`src/rtl/cla_seq_adder_ctrl_if.sv`:
```
// Operand/result handshake bundle for the sequential carry-lookahead adder.
// The master side is the operand source and result consumer; the slave side is the adder.
interface cla_seq_adder_ctrl_if #(
    parameter int unsigned W = 32
) ();
    logic         in_valid;
    logic         in_ready;
    logic [W-1:0] a;
    logic [W-1:0] b;
    logic         cin;
    logic         out_valid;
    logic         out_ready;
    logic [W-1:0] sum;
    logic         cout;
    logic         ovf;
    logic         busy;

    modport master (
        output in_valid, a, b, cin, out_ready,
        input  in_ready, out_valid, sum, cout, ovf, busy
    );

    modport slave (
        input  in_valid, a, b, cin, out_ready,
        output in_ready, out_valid, sum, cout, ovf, busy
    );
endinterface

```
`src/rtl/cla_seq_adder_ctrl.sv`:
```
// Multi-cycle W-bit adder: one shared N-bit carry-lookahead slice processes one chunk per
// cycle (LSB first) with a registered ripple carry; results leave over a valid/ready port.
module cla_seq_adder_ctrl #(
    parameter int unsigned W = 32,
    parameter int unsigned N = 4
) (
    input logic                 clk,
    input logic                 rst,
    cla_seq_adder_ctrl_if.slave bus
);

    localparam int unsigned CHUNKS = W / N;
    localparam int unsigned CW     = (CHUNKS > 1) ? $clog2(CHUNKS) : 1;

    generate
        if ((W % N) != 0) begin : g_bad_width
            $error("cla_seq_adder_ctrl: W must be a multiple of N");
        end
    endgenerate

    typedef enum logic [1:0] {StIdle, StRun, StDone} state_e;

    state_e        state_q, state_d;
    logic [CW-1:0] cnt_q, cnt_d;
    logic          carry_q, carry_d;
    logic [W-1:0]  a_q, a_d;
    logic [W-1:0]  b_q, b_d;
    logic [W-1:0]  sum_q, sum_d;
    logic          cout_q, cout_d;
    logic          ovf_q, ovf_d;

    logic          accept;
    logic          last;

    // Slice signals: operands are shifted down so the active chunk is always at [N-1:0].
    logic [N-1:0]  sl_a, sl_b, sl_p, sl_g, sl_sum;
    logic [N:0]    sl_c;
    logic          term;

    assign accept = (state_q == StIdle) && bus.in_valid;
    assign last   = (cnt_q == CW'(CHUNKS - 1));

    // Full lookahead: each carry is a flat sum of generate terms propagated through p.
    always_comb begin
        sl_a = a_q[N-1:0];
        sl_b = b_q[N-1:0];
        sl_p = sl_a ^ sl_b;
        sl_g = sl_a & sl_b;
        sl_c = '0;
        term = 1'b0;
        sl_c[0] = carry_q;
        for (int i = 0; i < N; i++) begin
            term = carry_q;
            for (int k = 0; k <= i; k++) begin
                term = term & sl_p[k];
            end
            sl_c[i+1] = term;
            for (int j = 0; j <= i; j++) begin
                term = sl_g[j];
                for (int k = j + 1; k <= i; k++) begin
                    term = term & sl_p[k];
                end
                sl_c[i+1] = sl_c[i+1] | term;
            end
        end
        sl_sum = sl_p ^ sl_c[N-1:0];
    end

    always_ff @(posedge clk) begin
        if (rst) begin
            state_q <= StIdle;
            cnt_q   <= '0;
            carry_q <= 1'b0;
            a_q     <= '0;
            b_q     <= '0;
            sum_q   <= '0;
            cout_q  <= 1'b0;
            ovf_q   <= 1'b0;
        end else begin
            state_q <= state_d;
            cnt_q   <= cnt_d;
            carry_q <= carry_d;
            a_q     <= a_d;
            b_q     <= b_d;
            sum_q   <= sum_d;
            cout_q  <= cout_d;
            ovf_q   <= ovf_d;
        end
    end

    always_comb begin
        state_d = state_q;
        case (state_q)
            StIdle:  if (bus.in_valid) state_d = StRun;
            StRun:   if (last) state_d = StDone;
            StDone:  if (bus.out_ready) state_d = StIdle;
            default: state_d = StIdle;
        endcase
    end

    // Datapath next state; the sum register fills from the top so chunk 0 lands at bit 0.
    always_comb begin
        cnt_d   = cnt_q;
        carry_d = carry_q;
        a_d     = a_q;
        b_d     = b_q;
        sum_d   = sum_q;
        cout_d  = cout_q;
        ovf_d   = ovf_q;
        if (accept) begin
            a_d     = bus.a;
            b_d     = bus.b;
            carry_d = bus.cin;
            cnt_d   = '0;
        end else if (state_q == StRun) begin
            a_d     = a_q >> N;
            b_d     = b_q >> N;
            sum_d   = (sum_q >> N) | (W'(sl_sum) << (W - N));
            carry_d = sl_c[N];
            if (last) begin
                cout_d = sl_c[N];
                ovf_d  = sl_c[N-1] ^ sl_c[N];
            end else begin
                cnt_d = cnt_q + 1'b1;
            end
        end
    end

    always_comb begin
        bus.in_ready  = (state_q == StIdle);
        bus.out_valid = (state_q == StDone);
        bus.busy      = (state_q != StIdle);
        bus.sum       = sum_q;
        bus.cout      = cout_q;
        bus.ovf       = ovf_q;
    end

    a_no_ready_and_valid: assert property (@(posedge clk) disable iff (rst)
        !(bus.in_ready && bus.out_valid));

endmodule

```
`src/flat_wrapper.sv`:
```
// flat-port wrapper written by rule: the top's interface ports become plain ports
module cla_seq_adder_ctrl_flat 
#(
    parameter int unsigned W = 32,
    parameter int unsigned N = 4
)
  (clk, rst, bus_in_valid, bus_a, bus_b, bus_cin, bus_out_ready, bus_in_ready, bus_out_valid, bus_sum, bus_cout, bus_ovf, bus_busy);
  cla_seq_adder_ctrl_if #(.W(W)) bus_i ();
  input logic clk;
  input logic rst;
  input wire logic [$bits(bus_i.in_valid)-1:0] bus_in_valid;
  input wire logic [$bits(bus_i.a)-1:0] bus_a;
  input wire logic [$bits(bus_i.b)-1:0] bus_b;
  input wire logic [$bits(bus_i.cin)-1:0] bus_cin;
  input wire logic [$bits(bus_i.out_ready)-1:0] bus_out_ready;
  output wire logic [$bits(bus_i.in_ready)-1:0] bus_in_ready;
  output wire logic [$bits(bus_i.out_valid)-1:0] bus_out_valid;
  output wire logic [$bits(bus_i.sum)-1:0] bus_sum;
  output wire logic [$bits(bus_i.cout)-1:0] bus_cout;
  output wire logic [$bits(bus_i.ovf)-1:0] bus_ovf;
  output wire logic [$bits(bus_i.busy)-1:0] bus_busy;
  assign bus_i.in_valid = bus_in_valid;
  assign bus_i.a = bus_a;
  assign bus_i.b = bus_b;
  assign bus_i.cin = bus_cin;
  assign bus_i.out_ready = bus_out_ready;
  assign bus_in_ready = bus_i.in_ready;
  assign bus_out_valid = bus_i.out_valid;
  assign bus_sum = bus_i.sum;
  assign bus_cout = bus_i.cout;
  assign bus_ovf = bus_i.ovf;
  assign bus_busy = bus_i.busy;
  cla_seq_adder_ctrl #(.W(W), .N(N)) u_core (.clk(clk), .rst(rst), .bus(bus_i));
endmodule
```
`config.mk`:
```
export PLATFORM = sky130hd
export DESIGN_NAME = cla_seq_adder_ctrl_flat
export DESIGN_NICKNAME = d
export VERILOG_FILES = /design/src/rtl/cla_seq_adder_ctrl_if.sv /design/src/rtl/cla_seq_adder_ctrl.sv /design/src/flat_wrapper.sv
export SDC_FILE = /design/constraint.sdc
export NUM_CORES = 1
export LEC_CHECK = 0
export CORE_ASPECT_RATIO = 0.9
export CORE_UTILIZATION = 35
export CTS_BUF_LIST = sky130_fd_sc_hd__clkbuf_8 sky130_fd_sc_hd__clkbuf_16
export DETAILED_ROUTE_END_ITERATION = 10
export PLACE_DENSITY = 0.58
export REMOVE_ABC_BUFFERS = 1
export SLEW_MARGIN = 20
export SYNTH_ARGS = -nofsm -noshare
export SYNTH_HDL_FRONTEND = slang
export SYNTH_SLANG_ARGS = --single-unit
```
`constraint.sdc`:
```
create_clock -name clk -period 3.7 [get_ports clk]
set_clock_uncertainty 0.15 [all_clocks]
set_input_delay 0.37 -clock clk [delete_from_list [all_inputs] [get_ports clk]]
set_output_delay 0.37 -clock clk [all_outputs]
set_load 0.02 [all_outputs]
```
After elaboration in Yosys (flattened, before gate mapping)
Cells that the tools add are included.
{"block": "op_classes", "add_sub_neg": 1, "eq_ne": 6, "mux": 10, "bitwise_logic": 27, "reduce_logical": 9}
{"operator": "32-bit 2-to-1 mux", "n": 4}
{"operator": "28-bit by 32-bit bitwise OR with 32-bit output", "n": 1}
{"operator": "1-bit bitwise AND", "n": 10}
{"operator": "1-bit bitwise OR", "n": 10}
{"operator": "4-bit XOR", "n": 2}
{"operator": "2-bit 2-to-1 mux", "n": 3}
{"operator": "2-bit one-hot mux with 3 select lines", "n": 1}
{"operator": "3-bit AND reduction", "n": 2}
{"operator": "4-bit bitwise AND", "n": 1}
{"operator": "2-bit != test (second input constant)", "n": 2}
{"operator": "2-bit AND reduction", "n": 2}
{"operator": "2-bit nonzero test", "n": 2}
{"operator": "3-bit by 1-bit adder with 3-bit output (second input constant)", "n": 1}
{"operator": "3-bit == test (second input constant)", "n": 1}
{"operator": "2-bit by 1-bit == test with 1-bit output (second input constant)", "n": 1}
{"operator": "2-bit == test (second input constant)", "n": 1}
{"operator": "2-bit zero test", "n": 1}
{"operator": "1-bit 2-to-1 mux", "n": 2}
{"operator": "2-bit by 1-bit != test with 1-bit output (second input constant)", "n": 1}
{"operator": "1-bit inverter", "n": 2}
{"operator": "2-bit OR reduction", "n": 1}
{"operator": "1-bit logical AND", "n": 1}
{"operator": "1-bit XOR", "n": 1}
{"block": "word_totals", "reg_bits": 104, "out_inout_bits": 37}

Depth between registers and ports, before layout
Gate-level depths: netlist of the first run.
{"block": "depth", "word_depth": 11, "mapped_depth": 6}

Least setup slack after synthesis of the first run
Ideal clock, no wire load.
{"block": "synth_path", "path_type": "flip-flop to flip-flop", "from": "register u_core.b_q[0]", "to": "register u_core.sum_q[30], in the netlist u_core.bus.sum[30]", "t_arrival_ns": 1.519, "path_slack_ns": 1.969, "stages_incl_launch_ff": 6, "n_path_buf": 0, "period_less_slack_ns": 1.731, "path_cell_list": "dfxtp_1 -> ha_1 -> ha_1 -> o21a_1 -> or4_1 -> nand3_1"}
{"block": "synth_via", "elab_chain_len": 7}
{"item": "from (decl)", "line": "cla_seq_adder_ctrl.sv:27", "source": "logic [W-1:0] b_q, b_d;"}
{"item": "from (signal assigned)", "line": "cla_seq_adder_ctrl.sv:75", "source": "b_q <= '0;"}
{"item": "from (signal assigned)", "line": "cla_seq_adder_ctrl.sv:84", "source": "b_q <= b_d;"}
{"item": "4-bit XOR", "line": "cla_seq_adder_ctrl.sv:47", "source": "sl_p = sl_a ^ sl_b;"}
{"item": "1-bit bitwise AND (2 in a row)", "line": "cla_seq_adder_ctrl.sv:55", "source": "term = term & sl_p[k];"}
{"item": "1-bit bitwise OR * (2 in a row)", "line": "cla_seq_adder_ctrl.sv:63", "source": "sl_c[i+1] = sl_c[i+1] | term;"}
{"item": "4-bit XOR *", "line": "cla_seq_adder_ctrl.sv:66", "source": "sl_sum = sl_p ^ sl_c[N-1:0];"}
{"item": "28-bit by 32-bit bitwise OR with 32-bit output *", "line": "cla_seq_adder_ctrl.sv:118", "source": "sum_d = (sum_q >> N) | (W'(sl_sum) << (W - N));"}
{"item": "to (signal assigned)", "line": "cla_seq_adder_ctrl.sv:85", "source": "sum_q <= sum_d;"}
{"item": "to (decl)", "line": "cla_seq_adder_ctrl.sv:28", "source": "logic [W-1:0] sum_q, sum_d;"}
Every way passes the cells marked *; elsewhere a longest branch is shown, timed or not.
A chain may end at the register's enable or synchronous reset.

Worst setup path in the final report of the first run
{"block": "layout_path", "from": "register u_core.state_q[0]", "to": "output port bus_in_ready"}
{"block": "layout_via", "elab_chain_len": 1}
{"item": "from (decl)", "line": "cla_seq_adder_ctrl.sv:23", "source": "state_e state_q, state_d;"}
{"item": "from (signal assigned)", "line": "cla_seq_adder_ctrl.sv:71", "source": "state_q <= StIdle;"}
{"item": "from (signal assigned)", "line": "cla_seq_adder_ctrl.sv:80", "source": "state_q <= state_d;"}
{"item": "2-bit zero test", "line": "cla_seq_adder_ctrl.sv:130", "source": "bus.in_ready = (state_q == StIdle);"}
{"item": "to (decl)", "line": "flat_wrapper.sv:16", "source": "output wire logic [$bits(bus_i.in_ready)-1:0] bus_in_ready;"}
No other way between the ends.

==> metrics.yaml, run 1 <==
hp-class: "reg2reg"
path_delay_family: "buffers and inverters"
period_share_pct: 62.4
cpPeakStageDelay_ns: 0.59
rows: 37
comb_power_share_pct: 10.8
synth-warning-count: 0
clock_path_buffers: 2
port_buffers: 105
min_period_ns: 2.31
cts_resized: 0
nNetsFinal: 638
synthFlopType: "dfxtp_1"
grt.total_usage_pct: 16.0
power.share.sequential_pct: 47.7
area_growth_syn_to_layout_pct: 33.7
grt_remaining_overflow: 0
avgSynthCellArea_um2: 8.56
p_sw_share_pct: 23.1
clkLatencyLatePin_ns: 0.34
antenna_left: 0
fmax_mhz: 433
leakagePower_uw: 0.00191
synth_edf_count: 0
grt_pass1_vias: 3228
worst-path-buf-inv: 2
hpwlAfterDp_um: 5950
p_per_area_nw_per_um2: 452
ys_types: 37
antenna_found_initial: 0
avgViaCountPerCell: 5.04
tightest_slew_ns: 0.940
dieArea_um2: 12300
die_w_um: 117
fin_tns_setup_ns: 0
numCtsBuffers: 9
vias: 3638
core_um2: 11500
synthArstFlopShare_pct: 0
cts-htree-levels: 3
drv_slew: 0
cp_max_fo: 9
grt_max_degree: 110
diodes: 0
cp_cell_sequence: "or2_2, inv_1, clkdlybuf4s50_1"
finalHoldViolations: 0
die_h_um: 105
netlist_area_um2: 4150
status: "completed"
crit_arrival_ns: 1.79
crit_type: "reg2out"
cts_setup_buffers: 0
cap_violations: 0
drt-initial-drc-count: 334
io_pins: 106
cts_tree: "yes"
cpMaxStageDelayCell: "clkdlybuf4s50_1"
routed_wl_um: 9670
clk_pin_slew_worst_paths_ns: 0.07
finalWorstSetupSlack_ns: 1.39
clockPowerShare_pct: 41.4
place.gp.congestion: 0.789
cp-start-kind: "register"
max-vdd-ir-drop_mv: 0.234
end_kind: "output port"
syn-instance-count: 485
wl_per_cell_um: 13.4
cp_data_required_time_ns: 3.18
drive_gt1_share_pct: 4.77
cts_root_buffer: "clkbuf_16"
grt_pass1_wl_um: 15600
setup_viol: 0
synth_seq_cells: 104
yosysSeqAreaShare_pct: 50.2
pre_cts_ws_ns: 1.37
p_int_uw: 1930
start_util_pct: 36.2
first_pass_iters: 4
grt_setup_unrepaired: "no"
cts.sinks: 104
postCtsHoldBufs: 0
drc: 0
slew_headroom_pct: 37.4
p_switching_uw: 579
[final timing paths]
kind                       end  cells after the start  slack [ns]              start
max               bus_in_ready                      3        1.39  u_core.state_q[0]
min          u_core.bus.sum[1]                      2        0.30  u_core.bus.sum[1]
min reg2reg  u_core.bus.sum[1]                      2        0.30  u_core.bus.sum[1]
max reg2reg  u_core.bus.sum[5]                      4        1.42  u_core.state_q[0]
[cells in the mapped netlist (3+ instances only)]
master	count	area share, %
buf_2	17	2.0
buf_4	7	1.3
nor2_1	4	0.36
clkbuf_1	17	1.5
ha_1	7	2.1
dfxtp_1	104	50
mux2i_1	3	0.72
nor3_1	4	0.48
a22oi_1	58	10
a21oi_1	96	12
nand3_1	11	1.3
nand2_1	122	11
inv_1	3	0.27
[logic make-up after synthesis]
kind of cell             share of synthesized area [%]
AO/OA/AOI/OAI                                     24.3
AND/OR/NAND/NOR                                   16.3
flip-flops                                        50.2
buffers and inverters                             5.52
adder cells (fa/ha/maj)                           2.59
multiplexers                                     0.723
XOR/XNOR                                         0.422
[cell usage in the layout (no fill, tap or decap), types with 3 or more instances in the layout]
master	Yosys	layout
dfxtp_1	104	104
nor3_1	4	4
mux2i_1	3	3
nor2_1	4	4
inv_1	3	3
clkbuf_16	0	9
ha_1	7	7
nand2_1	122	122
buf_4	7	3
a21oi_1	96	96
a22oi_1	58	58
nand3_1	11	11
clkdlybuf4s50_1	0	104
[area by class of cell]
| cell class | instances | area (um^2) |
|---|---|---|
| Multi-Input combinational cell | 335 | 1850 |
| Fill cell | 1186 | 5930 |
| Inverter | 3 | 11.3 |
| Timing Repair Buffer | 108 | 1070 |
| Clock buffer | 11 | 253 |
| Clock inverter | 5 | 78.8 |
| Tap cell | 156 | 195 |
| Sequential cell | 104 | 2080 |
[metrics by stage]
| stage | instances | hold WS, ns | util (%) | cell area [um^2] | power [uW] |
|---|---|---|---|---|---|
| 4_1_cts | 722 | 0.305 | 48.3 | 5550 | 2530 |
| 2_1_floorplan | 442 | 0.281 | - | 3930 | 1340 |
| 3_3_place_gp | 706 | 0.291 | 45.4 | 5210 | 1490 |
| 6_report | 722 | 0.301 | 48.3 | 5550 | 2510 |
| 3_5_place_dp | 706 | 0.296 | 45.4 | 5210 | 1490 |
| 5_1_grt | 722 | 0.324 | 48.3 | 5550 | 2610 |
[tightest hold or removal path, stage by stage (launching register included)]
cell     delay (ns)
dfxtp_1        0.31
nand2_1        0.05
a21oi_1        0.05
[sequential cells by signal, indices dropped and copies added (netlist names)]
register and count:
u_core.a_q 32, u_core.b_q 32, u_core.bus.cout 1, u_core.bus.ovf 1
u_core.bus.sum 32, u_core.carry_q 1, u_core.cnt_q 3, u_core.state_q 2
[power groups by stage]
stage | clock [uW] | combinational [uW] | sequential, uW
6_report | 1040 | 272 | 1200
5_1_grt | 1100 | 301 | 1200
4_1_cts | 1060 | 273 | 1200
3_5_place_dp | 0 | 273 | 1220
3_3_place_gp | 0 | 271 | 1220
2_1_floorplan | 0 | 125 | 1220
[routing by layer]
layer  GRT usage [%]  part of all wire (%)  wire, um
met5               0                     0         0
met4            4.88                   1.3       130
met1            21.9                    47      4580
met3            5.81                   8.8       852
met2            23.3                    43      4120
Power figures use the tool's default switching activity.
==> run 2, diff against run 1 <==
--- a/config.mk
+++ b/config.mk
@@ -9,7 +9,7 @@
 export CORE_UTILIZATION = 35
 export CTS_BUF_LIST = sky130_fd_sc_hd__clkbuf_8 sky130_fd_sc_hd__clkbuf_16
 export DETAILED_ROUTE_END_ITERATION = 10
-export PLACE_DENSITY = 0.58
+export PLACE_DENSITY = 0.61
 export REMOVE_ABC_BUFFERS = 1
 export SLEW_MARGIN = 20
 export SYNTH_ARGS = -nofsm -noshare
==> constraint.sdc (replaced) <==
create_clock -name clk -period 1.9 [get_ports clk]
set_clock_uncertainty 0.15 [all_clocks]
set_input_delay 0.19 -clock clk [delete_from_list [all_inputs] [get_ports clk]]
set_output_delay 0.19 -clock clk [all_outputs]
set_load 0.02 [all_outputs]
==> run 2 against run 1 <==
Against the previous run: non-clock buffer count is 9 higher; largest power group unchanged; highest routed layer unchanged; setup slack worse by 1.3 ns; die area stayed put; sequential cell count unchanged; sequential power is 93% higher; global-route usage about the same; power rose by 87%; routed wire length rose by 1.8%; cell count rose by 1.1%; sequential share of layout area shrank 0.45 points; worst hold slack got worse by 0.14 ns.
==> metrics.yaml, run 2 (synthesis gave the netlist of run 1 again) <==
drive_gt1_share_pct: 5.75  # +0.98 points
tightest_slew_ns: 0.457  # -0.483 ns
grt.total_usage_pct: 16.0  # +0.034 points
start_util_pct: 36.2  # unchanged
cts_root_buffer: "clkbuf_16"
hold_end: "u_core.bus.sum[5]"
die_w_um: 117  # unchanged
crit_arrival_ns: 1.94  # +0.15 ns
grt_pass1_vias: 3326  # +3.0%
placed_area_um2: 5320  # +2.1%
cp-start-kind: "register"
dp_cells: 714  # +1.1%
rows: 37  # unchanged
ff_latch_area_um2: 2080  # unchanged
min_period_ns: 1.81
final_cell_mix: "nand2_1 (122), dfxtp_1 (104), clkdlybuf4s50_1 (101)"
avgViaCountPerCell: 4.98  # -1.1%
finalHoldViolations: 0  # unchanged
status: "completed"
setup_viol: 0  # unchanged
vias: 3638  # unchanged
period_share_pct: 95.3
hp-start: "rst"
n_fill_cell: 1147  # -3.3%
routed_wl_um: 9850  # +1.8%
die_h_um: 105  # unchanged
r2r_slack_ns: 0.09  # -1.33 ns
clkLatencyLatePin_ns: 0.33  # about the same
drv_slew: 0  # unchanged
antenna_left: 0  # unchanged
wl_per_cell_um: 13.5  # +0.67%
max-vdd-ir-drop_mv: 0.483  # +110%
hpwlAfterDp_um: 6590  # +11%
postCtsHoldBufs: 0  # unchanged
end_kind: "register"
cts_tree: "yes"
multiInputGateArea_um2: 1850  # unchanged
clk_pin_slew_worst_paths_ns: 0.07  # about the same
io_pins: 106  # unchanged
cp-startpoint: "u_core.b_q[0]"
area_growth_syn_to_layout_pct: 35.3
grt_remaining_overflow: 0  # unchanged
r2r_cells: 5  # +1
r2r_start: "u_core.b_q[0]"
numCtsBuffers: 9  # unchanged
cap_violations: 0  # unchanged
hold_depth: 2  # unchanged
clock_path_buffers: 2  # unchanged
grt_setup_unrepaired: "no"
hp-class: "in2reg"
diodes: 0  # unchanged
core_um2: 11500  # unchanged
crit_type: "reg2reg"
finalWorstSetupSlack_ns: 0.0902  # -1.30 ns
slew_headroom_pct: 69.6  # +32 points
port_buffers: 105  # unchanged
fin_tns_setup_ns: 0  # unchanged
cts.sinks: 104  # unchanged
p_per_area_nw_per_um2: 834  # +85%
antenna_found_initial: 0  # unchanged
grt_pass1_wl_um: 15800  # +1.5%
cts-htree-levels: 3  # unchanged
first_pass_iters: 4  # unchanged
place.gp.congestion: 0.808  # +2.3%
drt-initial-drc-count: 315  # -5.7%
fmax_mhz: 553
r2r-end: "u_core.bus.sum[30]"
cp_max_fo: 3  # -6
nNetsFinal: 647  # +1.4%
layout.cells.non_filler: 730  # +1.1%
leakagePower_uw: 0.00196  # +2.5%
grt_max_degree: 70  # -36%
drc: 0  # unchanged
post-route-cell-area_um2: 5620  # +1.2%
pre_cts_ws_ns: 0.117  # -1.25 ns
dieArea_um2: 12300  # unchanged
final_common_cell: "nand2_1"
cp_data_required_time_ns: 2.03  # -1.15 ns
## run 2: cell types whose count changed in the layout (fill, tap and decap cells not counted), moves of 2 or more
| cell | before | now |
|---|---|---|
| buf_12 | 0 | 4 |
| buf_4 | 3 | 9 |
| clkdlybuf4s50_1 | 104 | 101 |
| dlygate4sd2_1 | 0 | 3 |
| inv_1 | 3 | 5 |
## run 2: worst max-delay path: stages (launching register included)
cell     delay (ns)
dfxtp_1        0.34
ha_1           0.30
ha_1           0.21
o21a_1         0.20
or4_1          0.47
nand3_1        0.09
## run 2: worst max-delay path by stage
| stage | to | slack, ns | depth (start not counted) |
|---|---|---|---|
| 4_1_cts | u_core.bus.sum[30] | 0.1 | 5 |
| 3_5_place_dp | u_core.bus.sum[30] | 0.12 | 5 |
| 5_1_grt | u_core.bus.ovf | 0.007 | 5 |
| 2_1_floorplan | u_core.carry_q | -1.10 | 3 |
| 6_report | u_core.bus.sum[30] | 0.09 | 5 |
| 3_3_place_gp | u_core.b_q[30] | 0.13 | 4 |
## run 2: where the power goes
part / internal (uW) / leakage (uW) / total (uW) / switching, uW
sequential: 2270 / 0.000848 / 2320 / 51.5
combinational: 278 / 0.000964 / 566 / 288
clock: 1040 / 0.000147 / 1790 / 754
total: 3590 / 0.00196 / 4680 / 1090
## run 2: repair_timing
item | CTS | global route
pin swaps | 0 | 1
hold endpoints to repair | 0 | 0
setup endpoints to repair | 3 | 1
gates resized for setup | 3 | 0
buffers inserted | 0 | 1
## run 2: area by class of cell
| type | count | share of cell area (%) |
|---|---|---|
| clock buffers | 10 | 4.25 |
| clock inverters | 5 | 0.891 |
| inverters | 3 | 0.200 |
| multi-input cells | 335 | 33.0 |
| flip-flops and latches | 104 | 37.1 |
| well taps | 156 | 3.48 |
| repair buffers | 117 | 21.1 |
## run 2: per-stage QoR
stage / hold slack, ns / power [uW] / util (%)
floorplan: 0.109 / 2620 / -
global placement: 0.292 / 2930 / 46.4
detailed placement: 0.297 / 2940 / 46.4
CTS: 0.145 / 4740 / 48.9
global route: 0.171 / 4870 / 48.9
finish: 0.159 / 4680 / 48.9
## run 2: metal layers
layer | vias up | part of all wire [%] | GRT usage, %
li1 | 1863 | - | -
met1 | 1660 | 48 | 21.6
met2 | 111 | 44 | 24.8
met3 | 4 | 7.3 | 5.18
met4 | 0 | 0.49 | 3.62
met5 | - | 0 | 0
==> run 3, diff against run 2 <==
--- a/config.mk
+++ b/config.mk
@@ -9,7 +9,8 @@
 export CORE_UTILIZATION = 35
 export CTS_BUF_LIST = sky130_fd_sc_hd__clkbuf_8 sky130_fd_sc_hd__clkbuf_16
 export DETAILED_ROUTE_END_ITERATION = 10
-export PLACE_DENSITY = 0.61
+export DONT_BUFFER_PORTS = 1
+export PLACE_DENSITY = 0.49
 export REMOVE_ABC_BUFFERS = 1
 export SLEW_MARGIN = 20
 export SYNTH_ARGS = -nofsm -noshare
==> run 3 against run 2 <==
Against the previous run: the run now ends with hold timing left; clock power up 13%; fmax down 0.80%; register-to-register slack about the same; cell count down 14%; core utilization down 8.3 points; die area unchanged; largest power group unchanged.
==> metrics.yaml, run 3 (synthesis gave the netlist of run 1 again) <==
numCtsBuffers: 9  # unchanged
dieArea_um2: 12300  # unchanged
cts.sinks: 104  # unchanged
cap_violations: 0  # unchanged
cts_root_buffer: "clkbuf_16"
hpwlAfterDp_um: 5930  # -9.9%
port_buffers: 0  # -100%
place.gp.congestion: 0.757  # -6.2%
clkLatencyLatePin_ns: 0.34  # about the same
drt-initial-drc-count: 227  # -28%
end_kind: "register"
timing.hold.ws_ns: -0.239  # -0.398 ns
wl_per_cell_um: 15.2  # +13%
cp-start-kind: "register"
final_common_cell: "nand2_1"
post-route-cell-area_um2: 4660  # -17%
die_h_um: 105  # unchanged
drive_gt1_share_pct: 7.43  # +1.7 points
final_cell_mix: "nand2_1 (122), dfxtp_1 (103), a21oi_1 (96)"
start_util_pct: 36.2  # unchanged
max-vdd-ir-drop_mv: 0.612  # +27%
grt_pass1_wl_um: 15100  # -4.4%
cts_tree: "yes"
area_growth_syn_to_layout_pct: 12.4
setup_viol: 0  # unchanged
clock_path_buffers: 2  # unchanged
leakagePower_uw: 0.00159  # -19%
violations: "hold timing"
placed_area_um2: 4300  # -19%
fmax_mhz: 548  # -0.80%
grt.total_usage_pct: 15.8  # -0.25 points
finalHoldViolations: 102  # +102
grt_pass1_vias: 3053  # -8.2%
status: "finished with violations"
tightest_slew_ns: 0.617  # +0.160 ns
grt_remaining_overflow: 0  # unchanged
die_w_um: 117  # unchanged
cp_max_fo: 5  # +2
postCtsHoldBufs: 3  # +3
drc: 0  # unchanged
rows: 37  # unchanged
routed_wl_um: 9520  # -3.3%
drv_slew: 0  # unchanged
grt_max_degree: 110  # +57%
core_um2: 11500  # unchanged
first_pass_iters: 4  # unchanged
io_pins: 106  # unchanged
p_per_area_nw_per_um2: 1010  # +22%
crit_arrival_ns: 1.90  # -0.04 ns
diodes: 0  # unchanged
antenna_found_initial: 0  # unchanged
clk_pin_slew_worst_paths_ns: 0.07  # about the same
r2r_slack_ns: 0.08  # about the same
grt_setup_unrepaired: "no"
cts-htree-levels: 3  # unchanged
final_util_pct: 40.6  # -8.3 points
min_period_ns: 1.82  # +0.0147 ns
avgViaCountPerCell: 5.29  # +6.2%
vias: 3317  # -8.8%
nNetsFinal: 544  # -16%
crit_type: "reg2reg"
slew_headroom_pct: 58.8  # -11 points
period_share_pct: 96.0  # +0.77 points
antenna_left: 0  # unchanged
hp-class: "in2reg"
cp_data_required_time_ns: 1.98  # -0.05 ns
[run 3: cell count changes in the layout (fill, tap and decap cells not counted), sizes merged]
| cell | change |
|---|---|
| dlygate4sd3 | +3 |
| dlygate4sd2 | -3 |
| clkinvlp | -1 |
| inv | -2 |
| clkdlybuf4s50 | -101 |
| bufinv | +1 |
| buf | -2 |
| clkinv | +1 |
| clkbuf | +1 |
[run 3: path summary, 6_finish.rpt]
| check | startpoint | end | cells past startpoint |
|---|---|---|---|
| worst max-delay path | u_core.cnt_q[0] | u_core.state_q[0] | 6 |
| worst min-delay path | rst | u_core.a_q[27] | 1 |
| worst max register to register | u_core.cnt_q[0] | u_core.state_q[0] | 6 |
| worst min register to register | u_core.a_q[17] | u_core.a_q[17] | 2 |
[run 3: where the power goes]
group,leakage (uW),switching (uW),internal [uW]
clock,0.000162,798,1220
combinational,0.000575,213,154
sequential,0.000849,66.1,2270
[run 3: critical path, cell delays in order, from the launching register on]
cell and delay [ns]:
dfxtp_1 0.35, ha_1 0.16, ha_2 0.23, inv_1 0.07
mux2i_1 0.14, nor3_1 0.06, dlygate4sd3_1 0.56
[run 3: area by class of cell]
class | instances | area [um^2]
Fill cell | 1223 | 6820
Tap cell | 156 | 195
Sequential cell | 104 | 2080
Clock inverter | 4 | 77.6
Clock buffer | 11 | 253
Inverter | 3 | 11.3
Multi-Input combinational cell | 335 | 1860
Timing Repair Buffer | 14 | 188
[run 3: what timing repair did]
action,in CTS,in global routing
endpoints found under the hold margin,104,102
gates resized for setup,0,2
setup buffers,0,0
endpoints found under the setup margin,0,3
[run 3: through the flow]
stage	worst slack (ns)	hold slack (ns)	total power [uW]	TNS (ns)	instances
6_report	0.0756	-0.239	4730	0	627
5_1_grt	0.00802	-0.257	4950	0	627
4_1_cts	0.0411	-0.254	4800	0	627
3_5_place_dp	0.129	0.120	2750	0	609
3_3_place_gp	0.148	0.120	2740	0	609
2_1_floorplan	-1.10	0.109	2620	-82.84	442
[run 3: metal layers]
layer | global-route usage (%) | vias up | share of wire, %
li1 | - | 1657 | -
met5 | 0 | - | 0
met4 | 5.24 | 0 | 1.3
met2 | 24.0 | 101 | 44
met1 | 18.6 | 1546 | 43
met3 | 8.80 | 13 | 12
